===== config.mk =====
export PLATFORM = sky130hd
export DESIGN_NAME = ex_muldiv_flat
export DESIGN_NICKNAME = d
export VERILOG_FILES = /design/src/rtl/ex_muldiv_if.sv /design/src/rtl/ex_muldiv.sv /design/src/flat_wrapper.sv
export SDC_FILE = /design/constraint.sdc
export NUM_CORES = 1
export LEC_CHECK = 0
export CAP_MARGIN = 30
export CORE_MARGIN = 1
export CORE_UTILIZATION = 45
export CTS_BUF_LIST = sky130_fd_sc_hd__clkbuf_8
export DETAILED_ROUTE_END_ITERATION = 10
export GPL_TIMING_DRIVEN = 0
export PLACE_DENSITY = 0.65
export SETUP_SLACK_MARGIN = 0.02
export SKIP_CTS_REPAIR_TIMING = 1
export SLEW_MARGIN = 25
export SYNTH_ARGS = -nofsm -noshare
export SYNTH_HDL_FRONTEND = slang
export SYNTH_SLANG_ARGS = --single-unit

===== constraint.sdc =====
create_clock -name clk -period 15.21 [get_ports clk]
set_clock_uncertainty 0.1 [all_clocks]
set_input_delay 2.2815 -clock clk [delete_from_list [all_inputs] [get_ports clk]]
set_output_delay 2.2815 -clock clk [all_outputs]
set_load 0.005 [all_outputs]

===== src/rtl/ex_muldiv_if.sv =====
// Bundle between the ID/EX register, the iterative mul/div unit and the EX/MEM register.
interface ex_muldiv_if #(
  parameter int XLEN           = 32,
  parameter int XREG_ADDRWIDTH = 5
);
  logic                      flush;
  logic [6:0]                opcode_in;
  logic [2:0]                func3_in;
  logic [6:0]                func7_in;
  logic [XLEN-1:0]           rs1_in;
  logic [XLEN-1:0]           rs2_in;
  logic                      rd_en_in;
  logic [XREG_ADDRWIDTH-1:0] rd_addr_in;
  logic                      stall_out;
  logic                      busy;
  logic                      result_valid;
  logic [XLEN-1:0]           result;
  logic                      rd_en_out;
  logic [XREG_ADDRWIDTH-1:0] rd_addr_out;

  modport master (
    output flush, opcode_in, func3_in, func7_in, rs1_in, rs2_in, rd_en_in, rd_addr_in,
    input  stall_out, busy, result_valid, result, rd_en_out, rd_addr_out
  );

  modport slave (
    input  flush, opcode_in, func3_in, func7_in, rs1_in, rs2_in, rd_en_in, rd_addr_in,
    output stall_out, busy, result_valid, result, rd_en_out, rd_addr_out
  );
endinterface


===== src/rtl/ex_muldiv.sv =====
// Iterative RV32M multiply/divide for the EX stage: shift-add multiply, restoring divide,
// one bit per cycle on operand magnitudes, sign fixed up when the result is written.
//
// state | meaning
// IDLE  | waiting for an M-op; start cycle stalls the pipe, div special cases finish here
// BUSY  | one multiplier/quotient bit per cycle, counter runs 0..ITER-1
// DONE  | result and writeback fields valid for one cycle, then back to IDLE
module ex_muldiv #(
  parameter int XLEN           = 32,
  parameter int XREG_ADDRWIDTH = 5,
  parameter int ITER           = 32
) (
  input  logic       clk,
  input  logic       rst,
  ex_muldiv_if.slave bus
);
  localparam int              CW      = $clog2(ITER);
  localparam logic [CW-1:0]   LAST    = CW'(ITER - 1);
  localparam logic [XLEN-1:0] MIN_NEG = {1'b1, {(XLEN-1){1'b0}}};

  typedef enum logic [1:0] {IDLE, BUSY, DONE} state_t;
  state_t state, state_next;

  logic [2:0]                op_q;
  logic                      rd_en_q;
  logic [XREG_ADDRWIDTH-1:0] rd_addr_q;
  logic                      neg_q;
  logic [XLEN-1:0]           opb_q;
  logic [2*XLEN-1:0]         acc_q;
  logic [XLEN-1:0]           rem_q;
  logic [CW-1:0]             count_q;

  logic            is_m, start, is_div, a_signed, b_signed, sign_a, sign_b;
  logic            div_zero, div_ovf, special, neg_start;
  logic [XLEN-1:0] abs_a, abs_b, special_res;

  assign is_m   = (bus.opcode_in == 7'b0110011) && (bus.func7_in == 7'b0000001);
  assign start  = (state == IDLE) && is_m && !bus.flush;
  assign is_div = bus.func3_in[2];

  always_comb begin
    a_signed = 1'b0;
    b_signed = 1'b0;
    case (bus.func3_in)
      3'b001, 3'b100, 3'b110: begin
        a_signed = 1'b1;
        b_signed = 1'b1;
      end
      3'b010:  a_signed = 1'b1;
      default: ;
    endcase
  end

  assign sign_a    = a_signed & bus.rs1_in[XLEN-1];
  assign sign_b    = b_signed & bus.rs2_in[XLEN-1];
  assign abs_a     = sign_a ? -bus.rs1_in : bus.rs1_in;
  assign abs_b     = sign_b ? -bus.rs2_in : bus.rs2_in;
  // remainder follows the dividend; everything else follows the product/quotient sign
  assign neg_start = (is_div && bus.func3_in[1]) ? sign_a : (sign_a ^ sign_b);

  assign div_zero    = is_div && (bus.rs2_in == '0);
  assign div_ovf     = is_div && !bus.func3_in[0] && (bus.rs1_in == MIN_NEG) && (bus.rs2_in == '1);
  assign special     = div_zero || div_ovf;
  assign special_res = div_ovf  ? (bus.func3_in[1] ? '0 : MIN_NEG)
                                : (bus.func3_in[1] ? bus.rs1_in : '1);

  logic [XLEN:0]     mul_sum, rem_shift, rem_diff;
  logic [XLEN-1:0]   rem_step, div_sel, final_res;
  logic [2*XLEN-1:0] acc_step, prod_signed;

  always_comb begin
    mul_sum   = {1'b0, acc_q[2*XLEN-1:XLEN]} + ({(XLEN+1){acc_q[0]}} & {1'b0, opb_q});
    rem_shift = {rem_q, acc_q[XLEN-1]};
    rem_diff  = rem_shift - {1'b0, opb_q};
    rem_step  = rem_diff[XLEN] ? rem_shift[XLEN-1:0] : rem_diff[XLEN-1:0];
    if (op_q[2])
      acc_step = {acc_q[2*XLEN-1:XLEN], acc_q[XLEN-2:0], ~rem_diff[XLEN]};
    else
      acc_step = {mul_sum, acc_q[XLEN-1:1]};
    prod_signed = neg_q ? -acc_step : acc_step;
    div_sel     = op_q[1] ? rem_step : acc_step[XLEN-1:0];
    if (op_q[2])
      final_res = neg_q ? -div_sel : div_sel;
    else if (op_q == 3'b000)
      final_res = prod_signed[XLEN-1:0];
    else
      final_res = prod_signed[2*XLEN-1:XLEN];
  end

  always_ff @(posedge clk or posedge rst) begin
    if (rst) state <= IDLE;
    else     state <= state_next;
  end

  always_comb begin
    state_next    = state;
    bus.stall_out = 1'b0;
    case (state)
      IDLE: if (start) begin
        bus.stall_out = 1'b1;
        state_next    = special ? DONE : BUSY;
      end
      BUSY: begin
        bus.stall_out = 1'b1;
        if (bus.flush)            state_next = IDLE;
        else if (count_q == LAST) state_next = DONE;
      end
      DONE:    state_next = IDLE;
      default: state_next = IDLE;
    endcase
  end

  assign bus.busy = (state != IDLE);

  always_ff @(posedge clk or posedge rst) begin
    if (rst) begin
      op_q             <= '0;
      rd_en_q          <= 1'b0;
      rd_addr_q        <= '0;
      neg_q            <= 1'b0;
      opb_q            <= '0;
      acc_q            <= '0;
      rem_q            <= '0;
      count_q          <= '0;
      bus.result       <= '0;
      bus.result_valid <= 1'b0;
      bus.rd_en_out    <= 1'b0;
      bus.rd_addr_out  <= '0;
    end else begin
      bus.result_valid <= 1'b0;
      bus.rd_en_out    <= 1'b0;
      case (state)
        IDLE: if (start) begin
          op_q      <= bus.func3_in;
          rd_en_q   <= bus.rd_en_in;
          rd_addr_q <= bus.rd_addr_in;
          neg_q     <= neg_start;
          opb_q     <= is_div ? abs_b : abs_a;
          acc_q     <= {{XLEN{1'b0}}, (is_div ? abs_a : abs_b)};
          rem_q     <= '0;
          count_q   <= '0;
          if (special) begin
            bus.result       <= special_res;
            bus.result_valid <= 1'b1;
            bus.rd_en_out    <= bus.rd_en_in;
            bus.rd_addr_out  <= bus.rd_addr_in;
          end
        end
        BUSY: if (!bus.flush) begin
          acc_q   <= acc_step;
          rem_q   <= rem_step;
          count_q <= count_q + 1'b1;
          if (count_q == LAST) begin
            bus.result       <= final_res;
            bus.result_valid <= 1'b1;
            bus.rd_en_out    <= rd_en_q;
            bus.rd_addr_out  <= rd_addr_q;
          end
        end
        default: ;
      endcase
    end
  end
endmodule


===== src/flat_wrapper.sv =====
// flat-port wrapper written by rule: the top's interface ports become plain ports
module ex_muldiv_flat 
#(
  parameter int XLEN           = 32,
  parameter int XREG_ADDRWIDTH = 5,
  parameter int ITER           = 32
)
  (clk, rst, bus_flush, bus_opcode_in, bus_func3_in, bus_func7_in, bus_rs1_in, bus_rs2_in, bus_rd_en_in, bus_rd_addr_in, bus_stall_out, bus_busy, bus_result_valid, bus_result, bus_rd_en_out, bus_rd_addr_out);
  ex_muldiv_if #(.XLEN(XLEN), .XREG_ADDRWIDTH(XREG_ADDRWIDTH)) bus_i ();
  input  logic clk;
  input  logic rst;
  input wire logic [$bits(bus_i.flush)-1:0] bus_flush;
  input wire logic [$bits(bus_i.opcode_in)-1:0] bus_opcode_in;
  input wire logic [$bits(bus_i.func3_in)-1:0] bus_func3_in;
  input wire logic [$bits(bus_i.func7_in)-1:0] bus_func7_in;
  input wire logic [$bits(bus_i.rs1_in)-1:0] bus_rs1_in;
  input wire logic [$bits(bus_i.rs2_in)-1:0] bus_rs2_in;
  input wire logic [$bits(bus_i.rd_en_in)-1:0] bus_rd_en_in;
  input wire logic [$bits(bus_i.rd_addr_in)-1:0] bus_rd_addr_in;
  output wire logic [$bits(bus_i.stall_out)-1:0] bus_stall_out;
  output wire logic [$bits(bus_i.busy)-1:0] bus_busy;
  output wire logic [$bits(bus_i.result_valid)-1:0] bus_result_valid;
  output wire logic [$bits(bus_i.result)-1:0] bus_result;
  output wire logic [$bits(bus_i.rd_en_out)-1:0] bus_rd_en_out;
  output wire logic [$bits(bus_i.rd_addr_out)-1:0] bus_rd_addr_out;
  assign bus_i.flush = bus_flush;
  assign bus_i.opcode_in = bus_opcode_in;
  assign bus_i.func3_in = bus_func3_in;
  assign bus_i.func7_in = bus_func7_in;
  assign bus_i.rs1_in = bus_rs1_in;
  assign bus_i.rs2_in = bus_rs2_in;
  assign bus_i.rd_en_in = bus_rd_en_in;
  assign bus_i.rd_addr_in = bus_rd_addr_in;
  assign bus_stall_out = bus_i.stall_out;
  assign bus_busy = bus_i.busy;
  assign bus_result_valid = bus_i.result_valid;
  assign bus_result = bus_i.result;
  assign bus_rd_en_out = bus_i.rd_en_out;
  assign bus_rd_addr_out = bus_i.rd_addr_out;
  ex_muldiv #(.XLEN(XLEN), .XREG_ADDRWIDTH(XREG_ADDRWIDTH), .ITER(ITER)) u_core (.clk(clk), .rst(rst), .bus(bus_i));
endmodule

* After elaboration in Yosys (flattened, before gate mapping)
Index checks and enable logic that the tools add are counted. Widths: inputs -> output; s select.
Operators by class: bitwise operators 5, add/sub/neg operators 7, equality and inequality tests 15, muxes and demuxes 53, reductions and logical operators 22
Operator list (count):
- $mux 32 | 18
- $mux 64 | 4
- $pmux 32 s2 | 2
- $pmux 64 s2 | 1
- $neg 32->32 | 3
- $eq 32x32->1 const B | 2
- $neg 64->64 | 1
- $add 32x33->33 | 1
- $and 33x32->33 | 1
- $sub 33x32->33 | 1
- $logic_not 32->1 | 1
- $mux 5 | 6
- $pmux 5 s2 | 2
- $mux 1 | 12
- $logic_and 1x1->1 | 8
- $mux 2 | 4
- $eq 7x1->1 const B | 1
- $eq 7x6->1 const B | 1
- $eq 3x3->1 const B | 2
- $ne 2x1->1 const B | 3
- $pmux 1 s2 | 3
- $add 5x1->5 const B | 1
- $eq 5x5->1 const B | 1
- $reduce_and 5->1 | 1
- 18 further kinds | 22
Storage, ports and cells: word-level logic and storage cells 115, register bits after elaboration 184, bits of input ports 90

* Longest topological paths before layout
depth in word-level cells 10, gate-level depth with buffers 24, gate-level depth less buffers 23

* Worst setup path after synthesis
No wires, ideal clock.
path type input-to-output, start input bus_func7_in[1], end output bus_stall_out, path slack 9104 ps, stages 7, arrival 3724 ps, cell sequence nor4b_1 nand4_1 or3_1 clkbuf_1 clkbuf_1 clkbuf_1 a21oi_1
On the way: word-level cells in the longest chain between the ends 6
RTL lines:
- start, declared | line flat_wrapper.sv:15 | input wire logic [$bits(bus_i.func7_in)-1:0] bus_func7_in;
- $eq 7x1->1 | line ex_muldiv.sv:37 | assign is_m = (bus.opcode_in == 7'b0110011) && (bus.func7_in == 7'b0000001);
- $logic_and 1x1->1 | line ex_muldiv.sv:37
- $logic_and 1x1->1 (2 in series) | line ex_muldiv.sv:38 | assign start = (state == IDLE) && is_m && !bus.flush;
- $mux 1 | line ex_muldiv.sv:99 | IDLE: if (start) begin
- $pmux 1 s2 | line ex_muldiv.sv:98 | case (state)
- end, declared | line flat_wrapper.sv:20 | output wire logic [$bits(bus_i.stall_out)-1:0] bus_stall_out;
Every way passes these cells.

* Worst setup path in the final report
start register u_core.acc_q[31], end register u_core.bus.result[24]
On the way: word-level cells in the longest chain between the ends 10, elaborated cells on any way between the ends 14
RTL lines:
- start, declared | line ex_muldiv.sv:29 | logic [2*XLEN-1:0] acc_q;
- start signal, assigned | line ex_muldiv.sv:139 | acc_q <= {{XLEN{1'b0}}, (is_div ? abs_a : abs_b)};
- start signal, assigned | line ex_muldiv.sv:150 | acc_q <= acc_step;
- $sub 33x32->33 | line ex_muldiv.sv:74 | rem_diff = rem_shift - {1'b0, opb_q};
- $not 1->1 | line ex_muldiv.sv:77 | acc_step = {acc_q[2*XLEN-1:XLEN], acc_q[XLEN-2:0], ~rem_diff[XLEN]};
- $mux 64 | line ex_muldiv.sv:76 | if (op_q[2])
- $neg 64->64 / $mux 32 (equally long branches) | line ex_muldiv.sv:80, ex_muldiv.sv:81
- $mux 64 / $neg 32->32 (equally long branches) | line ex_muldiv.sv:80, ex_muldiv.sv:83
- $mux 32, on equally long branches | line ex_muldiv.sv:84, ex_muldiv.sv:83
- $mux 32 * | line ex_muldiv.sv:82 | if (op_q[2])
- $mux 32 * | line ex_muldiv.sv:153 | if (count_q == LAST) begin
- $mux 32 * | line ex_muldiv.sv:149 | BUSY: if (!bus.flush) begin
- $pmux 32 s2 * | line ex_muldiv.sv:132 | case (state)
- end signal, assigned | line ex_muldiv.sv:143 | bus.result <= special_res;
- end signal, assigned | line ex_muldiv.sv:154 | bus.result <= final_res;
- end, declared | line ex_muldiv_if.sv:28 | output stall_out, busy, result_valid, result, rd_en_out, rd_addr_out
Mark *: on every way between the ends. The rest lies on a longest branch, timed or not. The select of a mux whose other input is x is not followed. A chain may end at the register's enable or synchronous reset.

==> impl_metrics.env <==
export IMPL_outcome="completed"
export IMPL_coreArea_mm2=0.0411
export IMPL_synth_cells=2567
export IMPL_leakagePower_uw=0.00901
export IMPL_grt_pass1_wl_um=142000
export IMPL_worstPathRequired_ns=15.62
export IMPL_placed_area_mm2=0.0210
export IMPL_finalCriticalPeriod_ns=8.57
export IMPL_post_place_ws_ns=7.16
export IMPL_avgViaCountPerCell=6.89
export IMPL_portBuffers=127
export IMPL_place_inst=3230
export IMPL_grt_max_degree=87
export IMPL_endpoint_kind="register"
export IMPL_fp_row_count=74
export IMPL_pwr_density_cell_mw_per_mm2=51.0
export IMPL_syn_area_per_cell_um2=7.37
export IMPL_yosysTopAreaCellShare=0.243
export IMPL_die_width_um=207
export IMPL_critPathMaxFanout=10
export IMPL_start_util=0.460
export IMPL_maxCapViolations=0
export IMPL_syn_to_final_growth_pct=13.2
export IMPL_finish_instance_area_mm2=0.0214
export IMPL_start_kind="register"
export IMPL_slowest_stage="nor4_2"
export IMPL_grt_setup_unrepaired="false"
export IMPL_relSlewSlack=0.248
export IMPL_synth_flop_cell="dfrtp_1"
export IMPL_grtUsageTotal=0.456
export IMPL_hold_viol_final=0
export IMPL_max_slew_worst_pin_slew_ns=1.11
export IMPL_drc=0
export IMPL_final_cells=3263
export IMPL_grt_overflow_total=0
export IMPL_dieArea_mm2=0.0429
export IMPL_drt_iter0_markers=3433
export IMPL_num_vias=22500
export IMPL_setup_viol=0
export IMPL_grt_pass1_vias=20700
export IMPL_cts_sinks=184
export IMPL_synth_seq_area_share=0.243
export IMPL_ios=131
export IMPL_tritoncts="yes"
export IMPL_min_path_type="reg2reg"
export IMPL_first_pass_iters=6
export IMPL_clk_path_buf_depth=2
export IMPL_routabilityCongestion=1.08
export IMPL_root_buffer="clkbuf_8"
export IMPL_fin_setup_tns_ns=0
export IMPL_worstPathCellList="inv_1, ha_1, inv_1, fa_1, a211oi_1, o211a_1, o211ai_1, nor3b_2, o21ai_1, clkbuf_1, a31o_1, inv_1, ha_1, o2111ai_1, nor4_2, nand3_1, nor3_1, nand2_1, or3_1, or4_1, o21ai_0, a21oi_1, o31ai_1, o211ai_1"
export IMPL_fin_ws_ns=6.64
export IMPL_synth_top_area_cell="dfrtp_1"
export IMPL_syn_area_mm2=0.0189
export IMPL_synth_most_common_cell="nand2_1"
export IMPL_die_h_um=207
export IMPL_ys_ff_latch=184
export IMPL_nets=2881
export IMPL_syn_num_nets=2730
export IMPL_dp_hpwl_um=79800
export IMPL_cp_slowest_stage_delay_ns=0.62
export IMPL_routed_wl_um=99300
export IMPL_synth_edf_count=0
export IMPL_vdd_ir_drop_max_mv=0.0674
export IMPL_timing_hold_ws_ns=0.388
export IMPL_h_tree_depth=4
export IMPL_antenna_found_initial=8
export IMPL_drive_above_1_share=0.0524
export IMPL_routedWlPerCell_um=30.4
export IMPL_clk_pin_slew_ns=0.13
export IMPL_yosysWarnings=0
export IMPL_r2r_slack_ns=6.64
export IMPL_fmax_mhz=117
export IMPL_antenna_cells=0
export IMPL_slew_viol_final=0
export IMPL_synth_area_leaders="dfrtp_1 (24%), o21ai_0 (7.0%), nand2_1 (6.0%), a21oi_1 (5.6%), ha_1 (4.7%)"
export IMPL_route_antenna_remaining_nets=0
export IMPL_finalCritPeriodShare=0.564
export IMPL_ys_types=98
export IMPL_fillers=4133
export IMPL_synthTopCellsByCount="nand2_1 (303), o21ai_0 (264), nor2_1 (220), a21oi_1 (211), dfrtp_1 (184)"
export IMPL_cp_common_cell="inv_1"
export IMPL_crit_type="reg2reg"
export IMPL_cp_arrival_ns=8.98
export IMPL_cts_inserted_buffers=17
export IMPL_clk_insertion_delay_late_ns=0.64
export IMPL_async_flop_share=1.00
[cell families after synthesis]
logic type               synth area share
flip-flops                          0.243
multiplexers                       0.0427
XOR/XNOR                           0.0662
AO/OA/AOI/OAI                       0.300
adder cells (fa/ha/maj)            0.0491
buffers and inverters              0.0536
AND/OR/NAND/NOR                     0.245
[power breakdown]
| part | internal [µW] | switching [µW] |
|---|---|---|
| Clock | 128 | 262 |
| Combinational | 70.8 | 140 |
| Sequential | 490 | 2.24 |
| Total | 690 | 404 |
[worst paths after layout]
kind,from,endpoint,cells past startpoint
setup / recovery,u_core.acc_q[31],u_core.bus.result[24],24
hold / removal,u_core.rd_addr_q[1],u_core.rd_addr_q[1],2
setup reg to reg,u_core.acc_q[31],u_core.bus.result[24],24
hold reg to reg,u_core.rd_addr_q[1],u_core.rd_addr_q[1],2
max in group asynchronous,rst,u_core.bus.result[14],4
min in group asynchronous,rst,u_core.acc_q[50],2
[critical path: cells and delay by family (launching register included)]
kind | cells | cell delay, ns
DFF | 1 | 0.59
adders and majority gates | 3 | 0.89
buffers and inverters | 4 | 1.08
and+or+nand+nor | 7 | 3.09
AOI/OAI and AO/OA | 10 | 2.68
[registers in the layout, indices dropped and copies added (netlist names), 2 cells and up]
| register | cells |
|---|---|
| u_core.opb_q | 32 |
| u_core.count_q | 5 |
| u_core.rem_q | 32 |
| u_core.rd_addr_q | 5 |
| u_core.acc_q | 64 |
| u_core.bus.rd_addr_out | 5 |
| u_core.op_q | 3 |
| u_core.bus.result | 32 |
| u_core.state | 2 |
[routing by layer]
metal	GRT usage	vias up	routed length [µm]
met5	0	-	27
li1	-	9768	-
met2	0.658	1547	40700
met1	0.601	10900	39300
met3	0.122	275	12200
met4	0.294	4	7030
[per-stage QoR]
stage | power (µW) | utilization
after global routing | 1110 | 0.521
after global placement | 701 | 0.507
after detailed placement | 704 | 0.510
final | 1090 | 0.521
after CTS | 1080 | 0.520
after floorplan | 607 | -
[cell usage in the layout, fill, tap and decap left out, types with 48 or more instances in the layout]
cell | netlist | routed
dfrtp_1 | 184 | 184
ha_1 | 71 | 71
nand2_1 | 303 | 303
o21ai_0 | 264 | 264
nor2_1 | 220 | 220
clkbuf_1 | 146 | 146
clkdlybuf4s50_1 | 0 | 127
inv_1 | 76 | 75
nor3_1 | 74 | 73
nand3_1 | 76 | 76
xor2_1 | 70 | 70
and2_1 | 48 | 48
xnor2_1 | 73 | 73
a21oi_1 | 211 | 211
a31oi_1 | 50 | 49
[area by class of cell]
| cell class | instances | area (µm²) | share of cell area |
|---|---|---|---|
| Multi-Input combinational cell | 2124 | 13400 | 0.624 |
| Clock inverter | 15 | 191 | 0.00894 |
| Sequential cell | 184 | 4600 | 0.215 |
| Timing Repair Buffer | 132 | 1350 | 0.0629 |
| Clock buffer | 17 | 234 | 0.0109 |
| Buffer | 180 | 718 | 0.0335 |
| Tap cell | 532 | 666 | 0.0311 |
| Inverter | 79 | 304 | 0.0142 |
Note: power is estimated with default switching activity, not from simulation.
